### config.mk
export PLATFORM = sky130hd
export DESIGN_NAME = adc_responder
export DESIGN_NICKNAME = d
export VERILOG_FILES = /design/src/rtl/adc_responder.sv
export SDC_FILE = /design/constraint.sdc
export NUM_CORES = 1
export LEC_CHECK = 0
export CAP_MARGIN = 20
export CORE_MARGIN = 2
export CORE_UTILIZATION = 35
export DETAILED_ROUTE_END_ITERATION = 10
export GPL_ROUTABILITY_DRIVEN = 0
export PLACE_DENSITY_LB_ADDON = 0.15
export REMOVE_ABC_BUFFERS = 1
export SKIP_LAST_GASP = 1
export SYNTH_ARGS = -nofsm -noshare
export SYNTH_HDL_FRONTEND = slang
export SYNTH_SLANG_ARGS = --single-unit
### constraint.sdc
create_clock -name Clk -period 4.2 [get_ports Clk]
set_input_delay 0.42 -clock Clk [delete_from_list [all_inputs] [get_ports Clk]]
set_output_delay 0.42 -clock Clk [all_outputs]
set_load 0.01 [all_outputs]
### src/rtl/adc_responder.sv
// rtl/adc_responder.sv - parallel 8-bit ADC emulator answering CONVST/CS/RD with BUSY and
// read data, sourcing conversion results from a ramp/triangle/square/constant pattern generator.
module adc_responder #(
  parameter int CONV_CYCLES = 40,
  parameter int RD_ACCESS   = 2,
  parameter int SQ_HALF     = 16
) (
  input  logic       Clk,
  input  logic       Rst,
  input  logic       CS,
  input  logic       RD,
  input  logic       CONVST,
  input  logic [1:0] Shape,
  input  logic [7:0] Step,
  output logic [7:0] DOut,
  output logic       DOe,
  output logic       BUSY,
  output logic       Overrun
);

  localparam int CW = $clog2(CONV_CYCLES + 1);
  localparam int RW = $clog2(RD_ACCESS + 1);
  localparam int SW = $clog2(SQ_HALF + 1);

  typedef enum logic [1:0] {S_IDLE, S_CONVERT, S_READY} state_t;

  state_t          state_q, state_d;
  logic [CW-1:0]   cnt_q, cnt_d;
  logic [7:0]      sample_q, sample_d;
  logic [7:0]      result_q, result_d;
  logic [7:0]      acc_q, acc_d;
  logic            dir_dn_q, dir_dn_d;
  logic            sq_lvl_q, sq_lvl_d;
  logic [SW-1:0]   sq_cnt_q, sq_cnt_d;
  logic [RW-1:0]   rd_cnt_q, rd_cnt_d;
  logic            doe_q, doe_d;
  logic [7:0]      dout_q, dout_d;
  logic            busy_q, busy_d;
  logic            ovr_q, ovr_d;
  logic            cs_r_q, rd_r_q, cv_r_q;
  logic            cs_p_q, rd_p_q, cv_p_q;

  logic            cv_rise, rd_done, rd_act, start;
  logic [7:0]      pat;
  logic [8:0]      sum9, diff9;

  always_ff @(posedge Clk or negedge Rst) begin
    if (!Rst) begin
      state_q  <= S_IDLE;
      cnt_q    <= '0;
      sample_q <= '0;
      result_q <= '0;
      acc_q    <= '0;
      dir_dn_q <= 1'b0;
      sq_lvl_q <= 1'b0;
      sq_cnt_q <= '0;
      rd_cnt_q <= '0;
      doe_q    <= 1'b0;
      dout_q   <= '0;
      busy_q   <= 1'b0;
      ovr_q    <= 1'b0;
      cs_r_q   <= 1'b1;
      rd_r_q   <= 1'b1;
      cv_r_q   <= 1'b0;
      cs_p_q   <= 1'b1;
      rd_p_q   <= 1'b1;
      cv_p_q   <= 1'b0;
    end else begin
      state_q  <= state_d;
      cnt_q    <= cnt_d;
      sample_q <= sample_d;
      result_q <= result_d;
      acc_q    <= acc_d;
      dir_dn_q <= dir_dn_d;
      sq_lvl_q <= sq_lvl_d;
      sq_cnt_q <= sq_cnt_d;
      rd_cnt_q <= rd_cnt_d;
      doe_q    <= doe_d;
      dout_q   <= dout_d;
      busy_q   <= busy_d;
      ovr_q    <= ovr_d;
      cs_r_q   <= CS;
      rd_r_q   <= RD;
      cv_r_q   <= CONVST;
      cs_p_q   <= cs_r_q;
      rd_p_q   <= rd_r_q;
      cv_p_q   <= cv_r_q;
    end
  end

  always_comb begin
    state_d  = state_q;
    cnt_d    = cnt_q;
    sample_d = sample_q;
    result_d = result_q;
    acc_d    = acc_q;
    dir_dn_d = dir_dn_q;
    sq_lvl_d = sq_lvl_q;
    sq_cnt_d = sq_cnt_q;
    rd_cnt_d = '0;
    doe_d    = 1'b0;
    dout_d   = dout_q;
    busy_d   = busy_q;
    ovr_d    = 1'b0;
    start    = 1'b0;

    cv_rise = cv_r_q & ~cv_p_q;
    rd_done = rd_r_q & ~rd_p_q & ~cs_r_q;
    rd_act  = ~cs_r_q & ~rd_r_q;
    sum9    = {1'b0, acc_q} + {1'b0, Step};
    diff9   = {1'b0, acc_q} - {1'b0, Step};

    case (Shape)
      2'd2:    pat = {8{sq_lvl_q}};
      2'd3:    pat = Step;
      default: pat = acc_q;
    endcase

    case (state_q)
      S_IDLE: start = cv_rise;
      S_CONVERT: begin
        // Edges during a conversion, including its final cycle, are dropped.
        ovr_d = cv_rise;
        if (cnt_q == '0) begin
          result_d = sample_q;
          busy_d   = 1'b0;
          state_d  = S_READY;
        end else begin
          cnt_d = cnt_q - CW'(1);
        end
      end
      S_READY: begin
        if (cv_rise) start = 1'b1;
        else if (rd_done) state_d = S_IDLE;
      end
      default: state_d = S_IDLE;
    endcase

    if (start) begin
      sample_d = pat;
      state_d  = S_CONVERT;
      busy_d   = 1'b1;
      cnt_d    = CW'(CONV_CYCLES - 1);
      case (Shape)
        2'd0: acc_d = sum9[7:0];
        2'd1: begin
          if (!dir_dn_q) begin
            acc_d = sum9[8] ? 8'hFF : sum9[7:0];
            if (acc_d == 8'hFF) dir_dn_d = 1'b1;
          end else begin
            acc_d = diff9[8] ? 8'h00 : diff9[7:0];
            if (acc_d == 8'h00) dir_dn_d = 1'b0;
          end
        end
        2'd2: begin
          if (sq_cnt_q == SW'(SQ_HALF - 1)) begin
            sq_cnt_d = '0;
            sq_lvl_d = ~sq_lvl_q;
          end else begin
            sq_cnt_d = sq_cnt_q + SW'(1);
          end
        end
        default: ;
      endcase
    end

    if (rd_act) begin
      rd_cnt_d = (rd_cnt_q == RW'(RD_ACCESS)) ? rd_cnt_q : rd_cnt_q + RW'(1);
      doe_d    = (rd_cnt_q >= RW'(RD_ACCESS - 1));
      if (doe_d) dout_d = result_q;
    end
  end

  assign DOut    = dout_q;
  assign DOe     = doe_q;
  assign BUSY    = busy_q;
  assign Overrun = ovr_q;

endmodule

# Yosys cells after proc, flatten, opt, wreduce, memory -nomap -nowiden
# Index checks and enable logic that the tools add are counted.
[word_totals]
reg_bits = 57
output_inout_bits = 11
elab_cells = 89
[op_classes]
bitwise = 9
add_sub_neg = 5
n_eq_ne = 14
n_lt_le_gt_ge = 1
n_mux = 26
n_reduce_logical = 16
[ops]
columns = ["cell", "count"]
rows = [
  ["case mux 8 bit (2 select lines)", 2],
  ["2-to-1 mux 8 bit", 3],
  ["2-to-1 mux 6 bit", 3],
  ["AND reduction 2 bit", 7],
  ["2-to-1 mux 2 bit", 6],
  ["adder 8 x 8 -> 9 bit", 1],
  ["2-to-1 mux 1 bit", 9],
  ["!= test 3 bit (second input constant)", 3],
  ["subtractor 8 x 8 -> 9 bit", 1],
  ["== test 2 bit (second input constant)", 4],
  ["== test 8 bit (second input constant)", 1],
  ["zero test 8 bit", 1],
  ["zero test 6 bit", 1],
  ["!= test 2 bit (second input constant)", 3],
  ["case mux 2 bit (3 select lines)", 1],
  ["nonzero test 2 bit", 3],
  ["subtractor 6 x 1 -> 6 bit (second input constant)", 1],
  ["adder 5 x 1 -> 5 bit (second input constant)", 1],
  ["== test 5 x 4 -> 1 bit (second input constant)", 1],
  ["2-to-1 mux 5 bit", 1],
  ["inverter 1 bit", 5],
  ["bitwise AND 1 bit", 4],
  ["== test 2 x 1 -> 1 bit (second input constant)", 2],
  ["zero test 2 bit", 2],
  ["5 further kinds", 5],
]

# Logic depth before layout (Yosys ltp)
# Gate-level depths: netlist of the first run.
[depth]
ltp_word = 7
mapped_depth = 9
ltp_nobuf = 9

# Least setup slack after synthesis of the first run
# OpenSTA, ideal clock, no wires.
[synth_timing]
path_kind = "input port to flip-flop"
startpoint = "in Step[0]"
endpoint = "reg acc_q[0]"
path_buffers = 0
cell_stages = 8
slack_ns = 1.998
t_arrival_ns = 2.119
required_ns = 4.117
path_cell_list = "ha_1 fa_1 nand2b_1 a21oi_1 a311oi_2 a21o_1 a221o_1 o21ai_0"
[synth_between]
elab_chain_cells = 4
word_cells_on_any_way = 6
cone_classes = "add/sub: 2; mux: 4"
[synth_rtl]
columns = ["element", "line", "text"]
rows = [
  ["start: declaration", "14", "input logic [7:0] Step,"],
  ["adder 8 x 8 -> 9 bit or subtractor 8 x 8 -> 9 bit (tied branches)", "110, 111", ""],
  ["2-to-1 mux 8 bit, on equally long branches", "148, 151", ""],
  ["2-to-1 mux 8 bit", "147", "if (!dir_dn_q) begin"],
  ["case mux 8 bit (2 select lines) (*)", "144", "case (Shape)"],
  ["end signal: assignment", "53", "acc_q <= '0;"],
  ["end signal: assignment", "73", "acc_q <= acc_d;"],
  ["end: declaration", "31", "logic [7:0] acc_q, acc_d;"],
]
# Mark *: on every way between the ends. The rest lies on a longest branch, timed or not.
# A chain may end at the register's enable or synchronous reset.

# Worst setup path after layout of the first run
[layout_timing]
startpoint = "in Step[0]"
endpoint = "reg acc_q[7]"
# The elaborated chain is that of the path after synthesis.

==> results of run 1 <==
[cell families (layout without fill, tap and decap cells)]
family	count (synthesis)	in the layout	synth area share
AOI/OAI and AO/OA	92	92	0.174
xor gates and xnor gates	14	14	0.0372
adders and majority gates	23	23	0.0919
buffers and inverters	33	66	0.0414
DFF	57	57	0.434
muxes	19	19	0.0646
and+or+nand+nor	101	101	0.156
[final cells by class]
cell class	instances	area, um^2	share of cell area
Timing Repair Buffer	28	270	0.0708
Tap cell	111	139	0.0364
Sequential cell	57	1430	0.375
Multi-Input combinational cell	249	1730	0.452
Clock buffer	16	170	0.0446
Inverter	22	82.6	0.0216
[state kept, by name, summed over array words and instances, names as in the netlist, 2 cells and up]
name,count
DOut,8
acc_q,8
result_q,8
sample_q,8
cnt_q,6
sq_cnt_q,5
rd_cnt_q,2
state_q,2
[power by group]
part / internal [W] / leakage (nW) / switching, W / total [W]
Clock: 0.000248 / 0.0850 / 0.000202 / 0.000450
Combinational: 0.000527 / 0.882 / 0.000608 / 0.00113
Sequential: 0.000749 / 0.693 / 0.000145 / 0.000894
[worst min path at each step]
stage	from	to	slack (ps)	depth (start not counted)
floorplan	Rst	BUSY	120	0
global placement	Rst	Overrun	360	1
detailed placement	Rst	cnt_q[3]	360	1
CTS	rd_r_q	rd_p_q	410	0
global route	rd_r_q	rd_p_q	410	0
finish	rd_r_q	rd_p_q	400	0
[Yosys cell counts (2+ instances only)]
cell type  instances
a211oi_1           4
a21o_1             2
a21oi_1           22
a31oi_1            4
and3b_1            2
buf_2              4
clkbuf_1           6
dfrtp_1           54
dfstp_2            3
fa_1               2
ha_1              21
inv_1             22
mux2_2            18
nand2_1           21
nand2b_1           7
nand3_1            6
nand3b_1           2
nor2_1            33
nor2b_1            4
nor3_1             8
nor4_1             2
o2111ai_1          2
o211ai_1           2
o21a_1             3
o21ai_0           32
o22ai_1            3
o311ai_0           3
o31ai_1            2
or3_1              4
xnor2_1            9
xor2_1             5
[worst max-delay path, delay by kind of cell]
| family | cells | cell delay (ps) |
|---|---|---|
| AND/OR/NAND/NOR | 3 | 530 |
| adder cells (fa/ha/maj) | 2 | 670 |
| buffers and inverters | 1 | 440 |
| AO/OA/AOI/OAI | 3 | 870 |
[through the flow]
step | total power [W] | cell area, um^2 | hold slack [ps] | setup WS [ps] | utilization
after global routing | 0.00271 | 3820 | 407 | 1230 | 0.415
after detailed placement | 0.00204 | 3640 | 357 | 1140 | 0.396
after global placement | 0.00204 | 3640 | 357 | 1090 | 0.396
after floorplan | 0.00169 | 3240 | 124 | 2000 | -
final | 0.00248 | 3820 | 397 | 1450 | 0.415
after CTS | 0.00250 | 3820 | 409 | 1500 | 0.415
[routing by layer]
metal / track usage / up-vias / share of wire
met2: 0.227 / 58 / 0.44
li1: - / 1270 / -
met1: 0.209 / 1211 / 0.49
met4: 0.0717 / 0 / 0.023
met5: 0 / - / 0
met3: 0.0284 / 13 / 0.045
[what timing repair did]
item                      CTS  global route
buffers inserted            0             0
gates resized for setup     0             0
hold buffers                1             0
hold endpoints to repair    8             0
==> impl_metrics.json, run 1 <==
{
  "maxSlewViolCount": 0,
  "track_usage": 0.151,
  "grt_pass1_vias": 2491,
  "fin_cells": 483,
  "initial_core_util": 0.358,
  "power.leakage_nw": 1.66,
  "path_cells": "clkdlybuf4s50_1 -> ha_1 -> fa_1 -> nor2b_1 -> o21ai_1 -> a31oi_1 -> and2_1 -> o311ai_1 -> nand3_1",
  "cts.sinks": 57,
  "die_x_um": 101,
  "place_hpwl_mm": 5.14,
  "clock_path_buffers": 2,
  "io_buffers": 25,
  "reg2regPathDepth": 8,
  "critPathMaxStageDelay_ps": 440,
  "synth.ff_latch_count": 57,
  "ir_worst_vdd_v": 0.000203,
  "r2r_start": "acc_q[0]",
  "antenna_found_initial": 0,
  "synth_seq_area_share": 0.434,
  "core_um2": 9200,
  "async_flop_share": 1.00,
  "syn_area_um2": 3290,
  "end_kind": "flip-flop",
  "numPlacedInstances": 466,
  "final.min_clock_period_ps": 2750,
  "drc_errors": 0,
  "path_clk_slew_ps": 60,
  "layout_common_cells": "dfrtp_1, nor2_1, o21ai_0",
  "slew_headroom": 0.513,
  "drt_iter0_markers": 102,
  "worstSetupStartpoint": "Step[0]",
  "r2r_end": "acc_q[7]",
  "postSynthAreaPerCell_um2": 9.71,
  "worstSetupPathType": "in2reg",
  "r2r_slack_ps": 1610,
  "status": "completed",
  "grt_max_degree": 43,
  "vias": 2552,
  "io_pins": 26,
  "netlist-cell-type-count": 58,
  "fill_cells": 900,
  "rows": 35,
  "drive_above_1_share": 0.116,
  "synth_top_area_share": 0.410,
  "synth-edff-count": 0,
  "overflow": 0,
  "wl_per_cell_um": 14.4,
  "setup_viol": 0,
  "yosys_warnings": 0,
  "crit_path_end": "acc_q[7]",
  "first_pass_iters": 4,
  "ant_nets": 0,
  "rsz0062_at_grt": "false",
  "num-nets-final": 405,
  "min_period_over_period": 0.654,
  "slowest_stage": "clkdlybuf4s50_1",
  "post_drt_via_cell_ratio": 5.28,
  "syn2layout_area_growth_pct": 16.0,
  "synthCells": 339,
  "htree_levels": 3,
  "hold_viol_final": 0,
  "numCtsBuffers": 9,
  "fin_worst_skew_ps": 10.4,
  "n_antenna_cell": 0,
  "drv_cap": 0,
  "cp_max_fo": 4,
  "start_kind": "input pin",
  "cts_tree": "built",
  "cp_data_arrival_time_ps": 2950,
  "synth_area_leaders": "dfrtp_1, ha_1, mux2_2",
  "grt_pass1_wl_mm": 12.1,
  "root_buffer": "clkbuf_8",
  "tightest_slew_ps": 728,
  "die_h_um": 101,
  "setup_tns_ps": 0,
  "clk_latency_ps": 330,
  "yosys.area.top_type": "dfrtp_1",
  "drt-total-wl_mm": 6.95,
  "power_density_nw_per_um2": 649,
  "mostFrequentLayoutCell": "dfrtp_1",
  "clock.fmax_mhz": 364,
  "min_path_type": "reg2reg",
  "ys.flop_type": "dfrtp_1",
  "fp.dieArea_um2": 10200,
  "crit_required_ps": 4400
}
(Power assumes the default switching activity.)
==> run 2, diff against run 1 <==
- clock period: 4.2 -> 2.27 ns (I/O delays scaled with it)
==> run 2 against run 1 <==
Net effect: die area unchanged; clock skew increased by 0.60 ps; non-clock buffer count increased by 55; clock-buffer cell count decreased by 6; worst hold slack got worse by 97 ps; sequential power increased by 85%; critical endpoint unchanged; via count increased by 7.6%; final cell count increased by 11%; register-to-register slack got worse by 1500 ps; sequential share of layout area decreased by 4.8 points; first-iteration DRC count decreased by 9.8%; highest routed layer unchanged; total power increased by 120%.
==> impl_metrics.json, run 2 (synthesized netlist as in run 1, its figures left out) <==
{
  "grt_pass1_vias": 2639,
  "io_pins": 26,
  "io_buffers": 25,
  "end_kind": "flip-flop",
  "n_antenna_cell": 0,
  "clock_path_buffers": 2,
  "layout_common_cells": "buf_4, dfrtp_1, nor2_1",
  "cp_data_arrival_time_ps": 2390,
  "rows": 35,
  "slew_headroom": 0.671,
  "r2r_slack_ps": 90,
  "setup_tns_ps": 0,
  "setup_viol": 0,
  "tightest_slew_ps": 488,
  "total_power_w": 0.00536,
  "place_ws_ps": -373,
  "root_buffer": "clkbuf_8",
  "r2r_start": "acc_q[0]",
  "syn2layout_area_growth_pct": 32.9,
  "fin_worst_skew_ps": 11.0,
  "mostFrequentLayoutCell": "buf_4",
  "design_area_um2": 4380,
  "numCtsBuffers": 9,
  "rsz0062_at_grt": "false",
  "grt_pass1_wl_mm": 12.6,
  "path_clk_slew_ps": 70,
  "dpl-instance-area_um2": 4050,
  "grt_max_degree": 23,
  "maxSlewViolCount": 0,
  "min_period_over_period": 0.959,
  "drc_errors": 0,
  "clock.fmax_mhz": 459,
  "crit_required_ps": 2480,
  "hold_start": "CS",
  "drive_above_1_share": 0.293,
  "htree_levels": 3,
  "place_hpwl_mm": 5.89,
  "whs_ps": 300,
  "fill_cells": 878,
  "drv_cap": 0,
  "ant_nets": 0,
  "final.min_clock_period_ps": 2180,
  "status": "completed",
  "r2r_end": "acc_q[7]",
  "seqCellArea_um2": 1430,
  "hold_path_depth": 1,
  "reg2regPathDepth": 8,
  "clk_latency_ps": 340,
  "wl_per_cell_um": 14.1,
  "holdPathEnd": "cs_r_q",
  "start_kind": "flip-flop",
  "cts_tree": "built",
  "multi_input_area_um2": 1860,
  "die_x_um": 101,
  "power_density_nw_per_um2": 1230,
  "drt-total-wl_mm": 7.60,
  "min_path_type": "in2reg",
  "vias": 2745,
  "overflow": 0,
  "power.leakage_nw": 1.94,
  "track_usage": 0.158,
  "drt_iter0_markers": 92,
  "initial_core_util": 0.358,
  "post_drt_via_cell_ratio": 5.10,
  "die_h_um": 101,
  "worstSetupPathType": "reg2reg",
  "num-nets-final": 460,
  "hold_viol_final": 0,
  "post_cts_buffers": 0,
  "core_um2": 9200,
  "first_pass_iters": 4,
  "cp_max_fo": 4,
  "cts.sinks": 57,
  "worst_slack_ps": 93.1,
  "antenna_found_initial": 0,
  "fp.dieArea_um2": 10200,
  "ir_worst_vdd_v": 0.000483
}
==> run 2: cell count changes in the layout (fill, tap and decap cells not counted), sizes merged <==
cell / before / now
buf: 3 / 58
clkdlybuf4s50: 24 / 23
dlygate4sd2: 0 / 1
clkinvlp: 0 / 4
clkbuf: 16 / 10
clkinv: 0 / 2
==> run 2: worst max-delay path by stage <==
stage / depth (start not counted) / from / slack, ps / to
floorplan: 9 / acc_q[0] / 110 / acc_q[0]
global placement: 9 / Step[5] / -340 / dir_dn_q
detailed placement: 9 / Step[0] / -370 / acc_q[0]
CTS: 9 / acc_q[0] / -20 / acc_q[0]
global route: 9 / acc_q[0] / 2 / acc_q[0]
finish: 8 / acc_q[0] / 90 / acc_q[7]
==> run 2: where the power goes <==
group          switching [W]  internal [W]
sequential          0.000262       0.00138
combinational        0.00138       0.00150
clock               0.000414      0.000424
total                0.00206       0.00330
==> run 2: layout make-up <==
class | count | share of cell area
Timing Repair Buffer | 83 | 0.156
Tap cell | 111 | 0.0317
Multi-Input combinational cell | 249 | 0.425
Clock inverter | 6 | 0.0100
Inverter | 22 | 0.0189
Sequential cell | 57 | 0.327
Clock buffer | 10 | 0.0315
==> run 2: what timing repair did <==
item | in CTS | in global routing
hold endpoints to repair | 16 | 0
setup endpoints to repair | 5 | 9
pin swaps | 0 | 5
hold buffers | 1 | 0
cloned | 0 | 0
gates resized for setup | 5 | 30
==> run 2: metal layers <==
layer / up-vias / track usage / share of wire
li1: 1386 / - / -
met1: 1295 / 0.208 / 0.48
met2: 49 / 0.256 / 0.47
met3: 15 / 0.0270 / 0.026
met4: 0 / 0.0707 / 0.023
met5: - / 0 / 0
==> run 2: metrics by stage <==
stage	utilization	instances
final	0.476	538
after floorplan	-	328
after global routing	0.476	538
after CTS	0.464	538
after global placement	0.441	521
after detailed placement	0.441	521
==> run 2: critical path, stage by stage (launching register included) <==
cell	delay (ps)
dfrtp_1	410
ha_2	220
fa_1	380
nor2b_4	150
o21ai_2	200
a31oi_4	130
and2_4	200
o311ai_2	270
nand3_1	100
==> run 3, diff against run 2 <==
- ABC_AREA: not set -> 1
==> run 3 against run 2 <==
Net effect: final area shrank 3.1%; sequential share of layout area grew 1.0 points; sequential power is essentially flat; largest cell class unchanged; largest power group unchanged.
==> impl_metrics.json, run 3 <==
{
  "status": "completed",
  "end_kind": "flip-flop",
  "num-nets-final": 530,
  "antenna_found_initial": 0,
  "drive_above_1_share": 0.159,
  "syn2layout_area_growth_pct": 22.8,
  "initial_core_util": 0.357,
  "min_path_type": "in2reg",
  "synth_seq_area_share": 0.414,
  "postSynthAreaPerCell_um2": 7.83,
  "fin_worst_skew_ps": 6.15,
  "ant_nets": 0,
  "path_clk_slew_ps": 70,
  "vias": 2921,
  "path_common_cell": "nand2_1",
  "synthCells": 441,
  "synth_top_area_share": 0.391,
  "ys.flop_type": "dfrtp_1",
  "netlist-cell-type-count": 42,
  "wl_per_cell_um": 12.4,
  "tightest_slew_ps": 436,
  "drt_iter0_markers": 177,
  "clk_latency_ps": 330,
  "p_clk_frac": 0.215,
  "synth_area_leaders": "dfrtp_1, nand2_1, ha_1",
  "htree_levels": 3,
  "io_buffers": 25,
  "worstSetupPathType": "reg2reg",
  "crit_required_ps": 2490,
  "mostFrequentLayoutCell": "nand2_1",
  "layout_common_cells": "nand2_1, dfrtp_1, inv_1",
  "hold_viol_final": 0,
  "post_drt_via_cell_ratio": 4.64,
  "slew_headroom": 0.710,
  "yosys_warnings": 0,
  "drc_errors": 0,
  "rsz0062_at_grt": "false",
  "seq_power_share": 0.310,
  "numCtsBuffers": 9,
  "path_cells": "inv_1 -> ha_1 -> fa_1 -> inv_1 -> nand2_1 -> nand2_2 -> nand2_1 -> nand2_1 -> nand2_1 -> nand2_1 -> nand3_1 -> nor2_1 -> nand3_1 -> nand2_1 -> nand2_1",
  "grt_pass1_vias": 2932,
  "syn_area_um2": 3450,
  "critPathMaxStageDelay_ps": 390,
  "io_pins": 26,
  "root_buffer": "clkbuf_8",
  "setup_viol": 0,
  "cts-resized-gates": 0,
  "core_um2": 9680,
  "power.leakage_nw": 2.13,
  "whs_ps": 295,
  "clock_path_buffers": 2,
  "place_ws_ps": -27.4,
  "grt_pass1_wl_mm": 13.5,
  "cp_data_arrival_time_ps": 2220,
  "cp_max_fo": 3,
  "synth-edff-count": 0,
  "die_x_um": 103,
  "final.min_clock_period_ps": 2000,
  "yosys.area.top_type": "dfrtp_1",
  "grt_max_degree": 58,
  "p_sw_w": 0.00214,
  "clock.fmax_mhz": 500,
  "ir_worst_vdd_v": 0.000428,
  "rows": 36,
  "cts_tree": "built",
  "die_h_um": 103,
  "min_period_over_period": 0.881,
  "synth.ff_latch_count": 57,
  "maxSlewViolCount": 0,
  "start_kind": "flip-flop",
  "slowest_stage": "fa_1",
  "yosys-top-cells-count": "nand2_1, dfrtp_1, inv_1",
  "drt-total-wl_mm": 7.82,
  "p_comb_frac": 0.475,
  "intPower_w": 0.00313,
  "switching_share": 0.406,
  "place_hpwl_mm": 5.95,
  "drv_cap": 0,
  "cts.sinks": 57,
  "first_pass_iters": 4,
  "overflow": 0,
  "n_antenna_cell": 0,
  "track_usage": 0.164,
  "async_flop_share": 1.00,
  "power_density_nw_per_um2": 1240,
  "worst_slack_ps": 270,
  "yosysMostFrequentCell": "nand2_1",
  "fp.dieArea_um2": 10700
}
[run 3: cell types whose count changed after synthesis, moves of 8 or more]
cell,change
nand2_1,+108
inv_1,+32
nand3_1,+25
o21ai_0,-21
mux2_2,-18
o21ai_1,+14
inv_2,+13
nor2_1,-8
[run 3: cells by family after synthesis]
group,share of synthesized area
and+or+nand+nor,0.293
adders and majority gates,0.0876
xor gates and xnor gates,0.0152
AOI/OAI and AO/OA,0.106
DFF,0.414
buffers and inverters,0.0833
[run 3: path summary, 6_finish.rpt]
check | from | end | cells after the start | slack, ps
worst min-delay path | CS | cs_r_q | 1 | 290
min in group asynchronous | Rst | sample_q[6] | 3 | 430
worst max-delay path | acc_q[0] | dir_dn_q | 15 | 270
worst max register to register | acc_q[0] | dir_dn_q | 15 | 270
max in group asynchronous | Rst | rd_r_q | 3 | 1530
worst min register to register | rd_r_q | rd_p_q | 0 | 370
[run 3: what timing repair did]
| action | in CTS | in global routing |
|---|---|---|
| buffers inserted | 0 | 0 |
| hold buffers | 1 | 0 |
| hold endpoints to repair | 54 | 0 |
[run 3: power by group through the flow]
stage	registers [W]	logic, W	clock network, W
2_1_floorplan	0.00162	0.00168	0
5_1_grt	0.00169	0.00287	0.00121
3_3_place_gp	0.00165	0.00247	0
6_report	0.00163	0.00251	0.00114
3_5_place_dp	0.00165	0.00249	0
4_1_cts	0.00164	0.00251	0.00117
[run 3: per-layer routing]
layer,track usage,routed length (um),share of wire,vias up
li1,-,-,-,1511
met1,0.228,3980,0.51,1333
met2,0.253,3420,0.44,67
met3,0.0390,298,0.038,10
met4,0.0516,113,0.014,0
met5,0,0,0,-
[run 3: critical path, delay by kind of cell (launching register included)]
| kind | cells | cell delay (ps) |
|---|---|---|
| fa+ha+maj | 2 | 590 |
| buf+inv | 2 | 130 |
| flops | 1 | 370 |
| simple gates | 11 | 770 |
[run 3: layout make-up]
type	instances	area, um^2
Inverter	68	255
Fill cell	992	5440
Timing Repair Buffer	46	418
Tap cell	133	166
Clock inverter	5	104
Clock buffer	11	131
Multi-Input combinational cell	310	1740
Sequential cell	57	1430
[run 3: per-stage QoR]
step           power (W)  cells   util  setup TNS, ps  instance area, um^2
2_1_floorplan    0.00330    435      -              0                 3420
3_3_place_gp     0.00411    613  0.413          -13.5                 4000
3_5_place_dp     0.00415    613  0.413          -83.3                 4000
4_1_cts          0.00532    630  0.438              0                 4240
5_1_grt          0.00577    630  0.438              0                 4240
6_report         0.00528    630  0.438              0                 4240
